$ cat src/rtl/ysyx_25040111_wbu_pkg.sv
// Shared definitions for the writeback unit.
//   XLEN_DEF   : default data width
//   AW_DEF     : default register address width (RV32E, 16 registers)
//   NREG_DEF   : default register count (2**AW_DEF)
//   STARVE_DEF : default number of consecutive EXU losses before EXU is forced to win
//   gnt_e      : write-port grant encoding
package ysyx_25040111_wbu_pkg;

    localparam int unsigned XLEN_DEF   = 32;
    localparam int unsigned AW_DEF     = 4;
    localparam int unsigned NREG_DEF   = 1 << AW_DEF;
    localparam int unsigned STARVE_DEF = 2;

    typedef enum logic [1:0] {
        GNT_NONE = 2'd0,
        GNT_EXU  = 2'd1,
        GNT_LSU  = 2'd2
    } gnt_e;

endpackage

$ cat src/rtl/ysyx_25040111_wbu_sb.sv
// Pending-load scoreboard.
//   clock, reset_n   : clock, asynchronous active-low reset
//   set_en, set_rd   : a load to set_rd is being issued (x0 ignored)
//   clr_en, clr_rd   : load data for clr_rd is accepted this cycle
//   chk_rs1, chk_rs2 : source registers to look up
//   hazard           : a non-zero source has a load still outstanding
module ysyx_25040111_wbu_sb
    import ysyx_25040111_wbu_pkg::*;
#(
    parameter int unsigned AW = AW_DEF
) (
    input  logic          clock,
    input  logic          reset_n,
    input  logic          set_en,
    input  logic [AW-1:0] set_rd,
    input  logic          clr_en,
    input  logic [AW-1:0] clr_rd,
    input  logic [AW-1:0] chk_rs1,
    input  logic [AW-1:0] chk_rs2,
    output logic          hazard
);

    localparam int unsigned NREG = 1 << AW;

    logic [NREG-1:0] pending_q;
    logic [NREG-1:0] pending_d;

    // Clear is applied before set so a new load issued in the same cycle
    // that the previous one to the same register returns stays outstanding.
    always_comb begin
        pending_d = pending_q;
        if (clr_en) begin
            pending_d[clr_rd] = 1'b0;
        end
        if (set_en && (set_rd != '0)) begin
            pending_d[set_rd] = 1'b1;
        end
    end

    always_ff @(posedge clock or negedge reset_n) begin
        if (!reset_n) begin
            pending_q <= '0;
        end else begin
            pending_q <= pending_d;
        end
    end

    always_comb begin
        hazard = ((chk_rs1 != '0) && pending_q[chk_rs1]) ||
                 ((chk_rs2 != '0) && pending_q[chk_rs2]);
    end

endmodule

$ cat src/rtl/ysyx_25040111_wbu.sv
// Writeback unit: sole driver of the register-file write port.
//   clock, reset_n           : clock, asynchronous active-low reset
//   exu_valid/ready/wen/rd/data : ALU result channel (wen=0 retires without writing)
//   lsu_valid/ready/rd/data  : load response channel
//   iss_load, iss_rd         : IDU issuing a load to iss_rd
//   chk_rs1, chk_rs2, hazard : RAW lookup against outstanding loads (combinational)
//   rf_wen/waddr/wdata       : registered regfile write port, one cycle after accept
//   retire_cnt               : number of accepted results, wrapping
module ysyx_25040111_wbu
    import ysyx_25040111_wbu_pkg::*;
#(
    parameter int unsigned XLEN   = XLEN_DEF,
    parameter int unsigned AW     = AW_DEF,
    parameter int unsigned STARVE = STARVE_DEF
) (
    input  logic            clock,
    input  logic            reset_n,
    input  logic            exu_valid,
    output logic            exu_ready,
    input  logic            exu_wen,
    input  logic [AW-1:0]   exu_rd,
    input  logic [XLEN-1:0] exu_data,
    input  logic            lsu_valid,
    output logic            lsu_ready,
    input  logic [AW-1:0]   lsu_rd,
    input  logic [XLEN-1:0] lsu_data,
    input  logic            iss_load,
    input  logic [AW-1:0]   iss_rd,
    input  logic [AW-1:0]   chk_rs1,
    input  logic [AW-1:0]   chk_rs2,
    output logic            hazard,
    output logic            rf_wen,
    output logic [AW-1:0]   rf_waddr,
    output logic [XLEN-1:0] rf_wdata,
    output logic [31:0]     retire_cnt
);

    // The counter never exceeds STARVE: reaching it forces an EXU win.
    localparam int unsigned SW = (STARVE < 1) ? 1 : $clog2(STARVE + 1);
    localparam logic [SW-1:0] STARVE_W = SW'(STARVE);

    gnt_e            gnt;
    logic            acc;
    logic [AW-1:0]   sel_rd;
    logic [XLEN-1:0] sel_data;
    logic            sel_wr;

    logic [SW-1:0]   starve_q, starve_d;
    logic            rf_wen_q, rf_wen_d;
    logic [AW-1:0]   rf_waddr_q, rf_waddr_d;
    logic [XLEN-1:0] rf_wdata_q, rf_wdata_d;
    logic [31:0]     retire_cnt_q, retire_cnt_d;

    // Grant depends only on valids and the starve counter, never on data.
    always_comb begin
        gnt = GNT_NONE;
        if (reset_n) begin
            if (lsu_valid && !(exu_valid && (starve_q == STARVE_W))) begin
                gnt = GNT_LSU;
            end else if (exu_valid) begin
                gnt = GNT_EXU;
            end
        end
    end

    always_comb begin
        exu_ready = (gnt == GNT_EXU);
        lsu_ready = (gnt == GNT_LSU);
        acc       = (gnt != GNT_NONE);
        sel_rd    = (gnt == GNT_LSU) ? lsu_rd   : exu_rd;
        sel_data  = (gnt == GNT_LSU) ? lsu_data : exu_data;
        sel_wr    = (gnt == GNT_LSU) || exu_wen;
    end

    always_comb begin
        starve_d     = '0;
        rf_wen_d     = acc && sel_wr && (sel_rd != '0);
        rf_waddr_d   = rf_waddr_q;
        rf_wdata_d   = rf_wdata_q;
        retire_cnt_d = retire_cnt_q;
        if (exu_valid && (gnt != GNT_EXU)) begin
            starve_d = starve_q + 1'b1;
        end
        if (acc) begin
            rf_waddr_d   = sel_rd;
            rf_wdata_d   = sel_data;
            retire_cnt_d = retire_cnt_q + 32'd1;
        end
    end

    always_ff @(posedge clock or negedge reset_n) begin
        if (!reset_n) begin
            starve_q     <= '0;
            rf_wen_q     <= 1'b0;
            rf_waddr_q   <= '0;
            rf_wdata_q   <= '0;
            retire_cnt_q <= '0;
        end else begin
            starve_q     <= starve_d;
            rf_wen_q     <= rf_wen_d;
            rf_waddr_q   <= rf_waddr_d;
            rf_wdata_q   <= rf_wdata_d;
            retire_cnt_q <= retire_cnt_d;
        end
    end

    always_comb begin
        rf_wen     = rf_wen_q;
        rf_waddr   = rf_waddr_q;
        rf_wdata   = rf_wdata_q;
        retire_cnt = retire_cnt_q;
    end

    ysyx_25040111_wbu_sb #(
        .AW (AW)
    ) u_sb (
        .clock   (clock),
        .reset_n (reset_n),
        .set_en  (iss_load),
        .set_rd  (iss_rd),
        .clr_en  (gnt == GNT_LSU),
        .clr_rd  (lsu_rd),
        .chk_rs1 (chk_rs1),
        .chk_rs2 (chk_rs2),
        .hazard  (hazard)
    );

endmodule

$ cat config.mk
export PLATFORM = sky130hd
export DESIGN_NAME = ysyx_25040111_wbu
export DESIGN_NICKNAME = d
export VERILOG_FILES = /design/src/rtl/ysyx_25040111_wbu_pkg.sv /design/src/rtl/ysyx_25040111_wbu_sb.sv /design/src/rtl/ysyx_25040111_wbu.sv
export SDC_FILE = /design/constraint.sdc
export NUM_CORES = 1
export LEC_CHECK = 0
export ABC_CLOCK_PERIOD_IN_PS = 3700
export CAP_MARGIN = 20
export CORE_MARGIN = 2
export CORE_UTILIZATION = 64
export CTS_BUF_LIST = sky130_fd_sc_hd__clkbuf_8
export DETAILED_ROUTE_END_ITERATION = 8
export DONT_BUFFER_PORTS = 1
export PLACE_DENSITY_LB_ADDON = 0.08
export SKIP_LAST_GASP = 1
export SYNTH_ARGS = -nofsm -noshare
export SYNTH_HDL_FRONTEND = slang
export SYNTH_SLANG_ARGS = --single-unit
$ cat constraint.sdc
create_clock -name clock -period 3.7 [get_ports clock]
set_input_delay 0.555 -clock clock [delete_from_list [all_inputs] [get_ports clock]]
set_output_delay 0.555 -clock clock [all_outputs]
set_load 0.03 [all_outputs]
==> metrics.md, run 1 <==
| Metric | Value |
|---|---|
| Status | finished clean |
| Longest Clk Path Bufs | 2 |
| Clk sinks | 86 |
| Startpoint types | register |
| Worst Hold Class | in -> async |
| Final Slew Violations | 0 |
| Setup crit end kind | output pin |
| Final min period | 2.49 ns |
| Most frequent cells in the layout | dfrtp_1 (86), o21ai_0 (57), nand2_1 (49), mux2i_1 (38), xor2_1 (16) |
| Setup Skew | 0.0123 ns |
| WL final | 9.46 mm |
| Pwr Density | 517 nW/um2 |
| Die ar. | 7490 um2 |
| CTS resizes | 0 |
| Static Leak | 2.11 nW |
| Post-synth EDFFs | 0 |
| I/O pins | 162 |
| Critical Path AT | 1.93 ns |
| Placer's final routability congestion estimate | 0.869 |
| Ys async rst share | 100% |
| Std-Cell Rows | 30 |
| R2R Path Start | starve_q[0] |
| Tcrit/Tclk final | 67.3% |
| Drt pass-1 iters | 4 |
| Ratio of cells with drive above 1 in the final layout | 13.0% |
| Num CTS Buffers | 9 |
| Req. time, crit path | 3.14 ns |
| RSZ-0062 raised after global routing | false |
| Most common cell after layout, fill and taps aside | dfrtp_1 |
| Final Hold Fails | 0 |
| Initial antenna violation count | 0 |
| Largest net degree at the start of global routing | 87 |
| Die Ht | 86.5 um |
| Share of the yosys chip area belonging to registers | 49.4% |
| Crit Path Class | reg -> out |
| VDD IR-drop max | 0.000390 V |
| Area growth syn-to-layout | 5.45% |
| CTS root buffer | clkbuf_8 |
| Starting Density | 65.2% |
| Fin area | 4600 um2 |
| Core area | 6680 um2 |
| Post-DP Area | 4370 um2 |
| DR iter-0 viols | 155 |
| Filler Cell Count | 498 |
| Mapped Nets | 490 |
| Worst reg2reg path depth | 7 |
| WHS | 0.0956 ns |
| Measured slew at the worst slew-check pin | 0.730 ns |
| Worst path max stage delay | 0.49 ns |
| Final setup viols | 0 |
| Vias/cell | 6.35 |
| Input/output buffers | 0 |
| Detail Placement HPWL | 6.81 mm |
| Seq cells post-synth | 86 |
| Vias | 3041 |
| GRT overflow | 0 |
| Mapped Cells | 398 |
| Cell family with most CP delay | multiplexers |
| # diodes | 0 |
| Placed insts | 462 |
| Worst R2R End | rf_wdata[11] |
| Fmax | 402 MHz |
| ANT nets after route | 0 |
| Worst reg-to-reg setup slack | 1.52 ns |
| Worst-Skew Late Latency | 0.36 ns |
| Post-layout util | 68.8% |
| Worst-path clk slew | 0.08 ns |
| Dominant synthesized flop cell | dfrtp_1 |
| Setup_tns | 0 ns |
| Die width | 86.5 um |
| Postcts setup bufs | 0 |
| Syn. warnings | 0 |
| Global-route wire length before repair | 14.6 mm |
| CP max-delay cell | mux4_2 |
| DR WL/cell | 19.7 um |
| CTS tree | done |
| Syn Area/Cell | 11.0 um2 |
| Synthesized cell area | 4360 um2 |
| Distinct cells, synth | 44 |
| Crit-path cells | mux4_2 > mux2_2 > nand2_1 > nand4_1 |
| Via count of the first global-routing pass | 2876 |
| Buffer and inverter count on the worst path | 0 |
| Post-route DRC | 0 |
| H-Tree Level Count | 3 |
| GRT Util Overall | 25.1% |
| Final nets | 486 |
| Relative slew slack | 51.5% |
| Max_cap viols | 0 |
| Final non-filler cell total | 479 |
| Crit Path Max Fanout | 3 |
[cell usage after synthesis (6+ instances only)]
| cell type | n | area share [%] |
|---|---|---|
| nand3_1 | 11 | 1.3 |
| nand4_1 | 11 | 1.6 |
| mux2i_1 | 38 | 8.7 |
| o21ai_0 | 57 | 6.5 |
| xnor2_1 | 15 | 3.0 |
| inv_1 | 11 | 0.95 |
| dfrtp_1 | 86 | 49 |
| nand2_1 | 49 | 4.2 |
| clkbuf_1 | 6 | 0.52 |
| buf_2 | 8 | 0.92 |
| nor2_1 | 7 | 0.60 |
| nor4_2 | 10 | 2.9 |
| xor2_1 | 16 | 3.2 |
[repair_timing]
item / 4_1_cts / 5_1_grt
hold buffers: 1 / 0
hold endpoints to repair: 86 / 0
setup endpoints to repair: 0 / 0
[registers in the layout (all words and copies together), names as in the netlist]
signal	count
retire_cnt	32
rf_wdata	32
rf_waddr	4
starve_q	2
rf_wen	1
u_sb.pending_q	15
[cell type report]
class | instances | area (um2) | area share [%]
clock buffer | 9 | 124 | 2.69
inverter | 11 | 41.3 | 0.898
sequential | 86 | 2150 | 46.8
tap | 80 | 100 | 2.18
multi-input combinational | 283 | 2060 | 44.9
clock inverter | 7 | 75.1 | 1.63
timing repair buffer | 3 | 42.5 | 0.925
[power by group]
part	internal [mW]	total (mW)	switching (mW)
combinational	0.159	0.324	0.165
clock	0.314	0.660	0.346
sequential	1.07	1.39	0.319
total	1.55	2.37	0.829
[layer usage]
metal  track usage [%]  vias up  wire length [um]
li1                  -     1421                 -
met1              33.5     1490              3870
met2              40.7      120              4770
met3              6.48       10               715
met4              7.81        0                97
met5                 0        -                 0
[through the flow]
| step | total power, mW | worst slack [ns] |
|---|---|---|
| after detailed placement | 1.72 | 1.43 |
| after CTS | 2.40 | 1.18 |
| final | 2.37 | 1.21 |
| after global routing | 2.49 | 1.14 |
| after global placement | 1.70 | 1.47 |
| after floorplan | 1.64 | 1.50 |
[logic make-up (layout without fill, tap and decap cells)]
logic type      Yosys count  count (layout)  synth area share [%]
fa+ha+maj                 2               2                 0.574
compound gates           76              76                  9.93
buf+inv                  29              30                  3.33
xor+xnor                 31              31                  6.23
mux                      47              47                  12.3
flops                    86              86                  49.4
simple gates            127             127                  18.2
[how the worst max path moves through the flow]
stage | slack [ns] | depth (start not counted) | start | endpoint
2_1_floorplan | 1.50 | 4 | chk_rs2[0] | hazard
3_3_place_gp | 1.47 | 4 | chk_rs2[0] | hazard
3_5_place_dp | 1.43 | 4 | chk_rs2[0] | hazard
4_1_cts | 1.18 | 4 | u_sb.pending_q[15] | hazard
5_1_grt | 1.14 | 5 | starve_q[0] | lsu_ready
6_report | 1.21 | 4 | u_sb.pending_q[15] | hazard
Power figures use the tool's default switching activity.
==> inputs of run 2 (changes only) <==
Settings changed: ABC_CLOCK_PERIOD_IN_PS 3700 to 2200, CORE_UTILIZATION 64 to 59.
Clock period 3.7 ns to 2.2 ns, I/O delays scaled along.
==> metrics.md, run 2 (synthesized netlist as in run 1, its figures left out) <==
| Metric | Value |
|---|---|
| Die width | 90.0 um |
| H-Tree Level Count | 3 |
| # diodes | 0 |
| Switching pwr | 1.40 mW |
| Std-Cell Rows | 31 |
| RSZ-0062 raised after global routing | true |
| Area growth syn-to-layout | 8.84% |
| Post-layout util | 65.8% |
| Vias | 3042 |
| Crit Path Class | reg -> out |
| Placer's final routability congestion estimate | 0.844 |
| DR iter-0 viols | 130 |
| Relative slew slack | 52.7% |
| DR WL/cell | 18.7 um |
| Startpoint types | register |
| Final nets | 499 |
| WHS | -0.333 ns |
| Clk pwr share | 29.9% |
| Drt pass-1 iters | 4 |
| Worst path max stage delay | 0.47 ns |
| Pint | 2.78 mW |
| Vias/cell | 5.95 |
| Post-DP Area | 4500 um2 |
| Crit Path Max Fanout | 3 |
| Final Slew Violations | 0 |
| Tcrit/Tclk final | 99.3% |
| Ratio of cells with drive above 1 in the final layout | 16.3% |
| CTS root buffer | clkbuf_8 |
| Most common cell after layout, fill and taps aside | dfrtp_1 |
| Via count of the first global-routing pass | 3100 |
| Longest Clk Path Bufs | 2 |
| Status | finished, violations left |
| Static Leak | 2.20 nW |
| Input/output buffers | 0 |
| Multi-input logic area | 2070 um2 |
| Part of the power in registers | 53.4% |
| Most frequent cells in the layout | dfrtp_1 (86), o21ai_0 (57), nand2_1 (48), mux2i_1 (38), xor2_1 (16) |
| GRT Util Overall | 24.0% |
| Die ar. | 8090 um2 |
| Final min period | 2.18 ns |
| Buffer and inverter count on the worst path | 0 |
| WL final | 9.54 mm |
| Num CTS Buffers | 9 |
| Filler Cell Count | 593 |
| Max_cap viols | 0 |
| Crit-path cells | mux4_2 > mux2_4 > nand2_2 > nand4_1 |
| Fmax | 458 MHz |
| Tot Pwr | 4.18 mW |
| Clk sinks | 86 |
| Critical Path AT | 1.85 ns |
| Combinational Power Share | 16.7% |
| VDD IR-drop max | 0.000671 V |
| CP max-delay cell | mux4_2 |
| Worst-Skew Late Latency | 0.36 ns |
| Final non-filler cell total | 511 |
| Detail Placement HPWL | 6.98 mm |
| Post-route DRC | 0 |
| Final Hold Fails | 86 |
| Cell family with most CP delay | multiplexers |
| Measured slew at the worst slew-check pin | 0.703 ns |
| GRT overflow | 0 |
| Setup Skew | 0.0143 ns |
| Largest net degree at the start of global routing | 93 |
| Reg area | 2150 um2 |
| ANT nets after route | 0 |
| Worst Hold Class | in -> async |
| Initial antenna violation count | 0 |
| Req. time, crit path | 1.87 ns |
| CTS tree | done |
| I/O pins | 162 |
| Placed insts | 494 |
| Failing checks | negative hold slack |
| Fin area | 4740 um2 |
| Final setup viols | 0 |
| Pwr Density | 881 nW/um2 |
| Die Ht | 90.0 um |
| Switching Share | 33.5% |
| Core area | 7210 um2 |
| Starting Density | 60.4% |
| Setup crit end kind | output pin |
| Global-route wire length before repair | 15.7 mm |
| Worst-path clk slew | 0.10 ns |
-- run 2: through the flow --
| step | worst slack, ns | TNS [ns] |
|---|---|---|
| after global placement | 0.379 | 0 |
| after global routing | -0.0799 | -0.0799 |
| final | 0.0162 | 0 |
| after detailed placement | 0.368 | 0 |
| after floorplan | 0.422 | 0 |
| after CTS | 0.00210 | 0 |
-- run 2: timing repair --
item / CTS / global route
endpoints found under the hold margin: 86 / 86
setup endpoints to repair: 1 / 1
resized for setup: 1 / 1
pin swaps: 2 / 0
setup buffers: 1 / 0
-- run 2: final timing paths --
path / from / end / slack [ns] / cells past startpoint
max in group asynchronous: reset_n / starve_q[0] / 2.40 / 0
hold reg to reg: starve_q[0] / starve_q[0] / 0.43 / 1
setup / recovery: u_sb.pending_q[13] / hazard / 0.02 / 4
hold / removal: reset_n / rf_wdata[12] / -0.33 / 0
min in group clock: lsu_data[21] / rf_wdata[21] / 0.08 / 2
setup reg to reg: retire_cnt[16] / retire_cnt[27] / 0.38 / 4
-- run 2: cell type report --
cell class                 instances  area share (%)
sequential                        86            45.4
multi-input combinational        283            43.6
timing repair buffer              16            2.80
clock buffer                       9            2.61
tap                               99            2.61
clock inverter                     7            2.16
inverter                          11           0.870
-- run 2: power by group through the flow --
| stage | sequential (mW) | clock (mW) | combinational (mW) |
|---|---|---|---|
| 2_1_floorplan | 2.30 | 0 | 0.451 |
| 3_3_place_gp | 2.25 | 0 | 0.671 |
| 3_5_place_dp | 2.26 | 0 | 0.689 |
| 4_1_cts | 2.23 | 1.28 | 0.702 |
| 5_1_grt | 2.26 | 1.34 | 0.772 |
| 6_report | 2.23 | 1.25 | 0.697 |
-- run 2: layer usage --
metal / up-vias / wire length, um / track usage [%]
li1: 1451 / - / -
met1: 1453 / 4050 / 31.7
met2: 125 / 4590 / 38.8
met3: 13 / 742 / 7.54
met4: 0 / 149 / 6.79
met5: - / 0 / 0
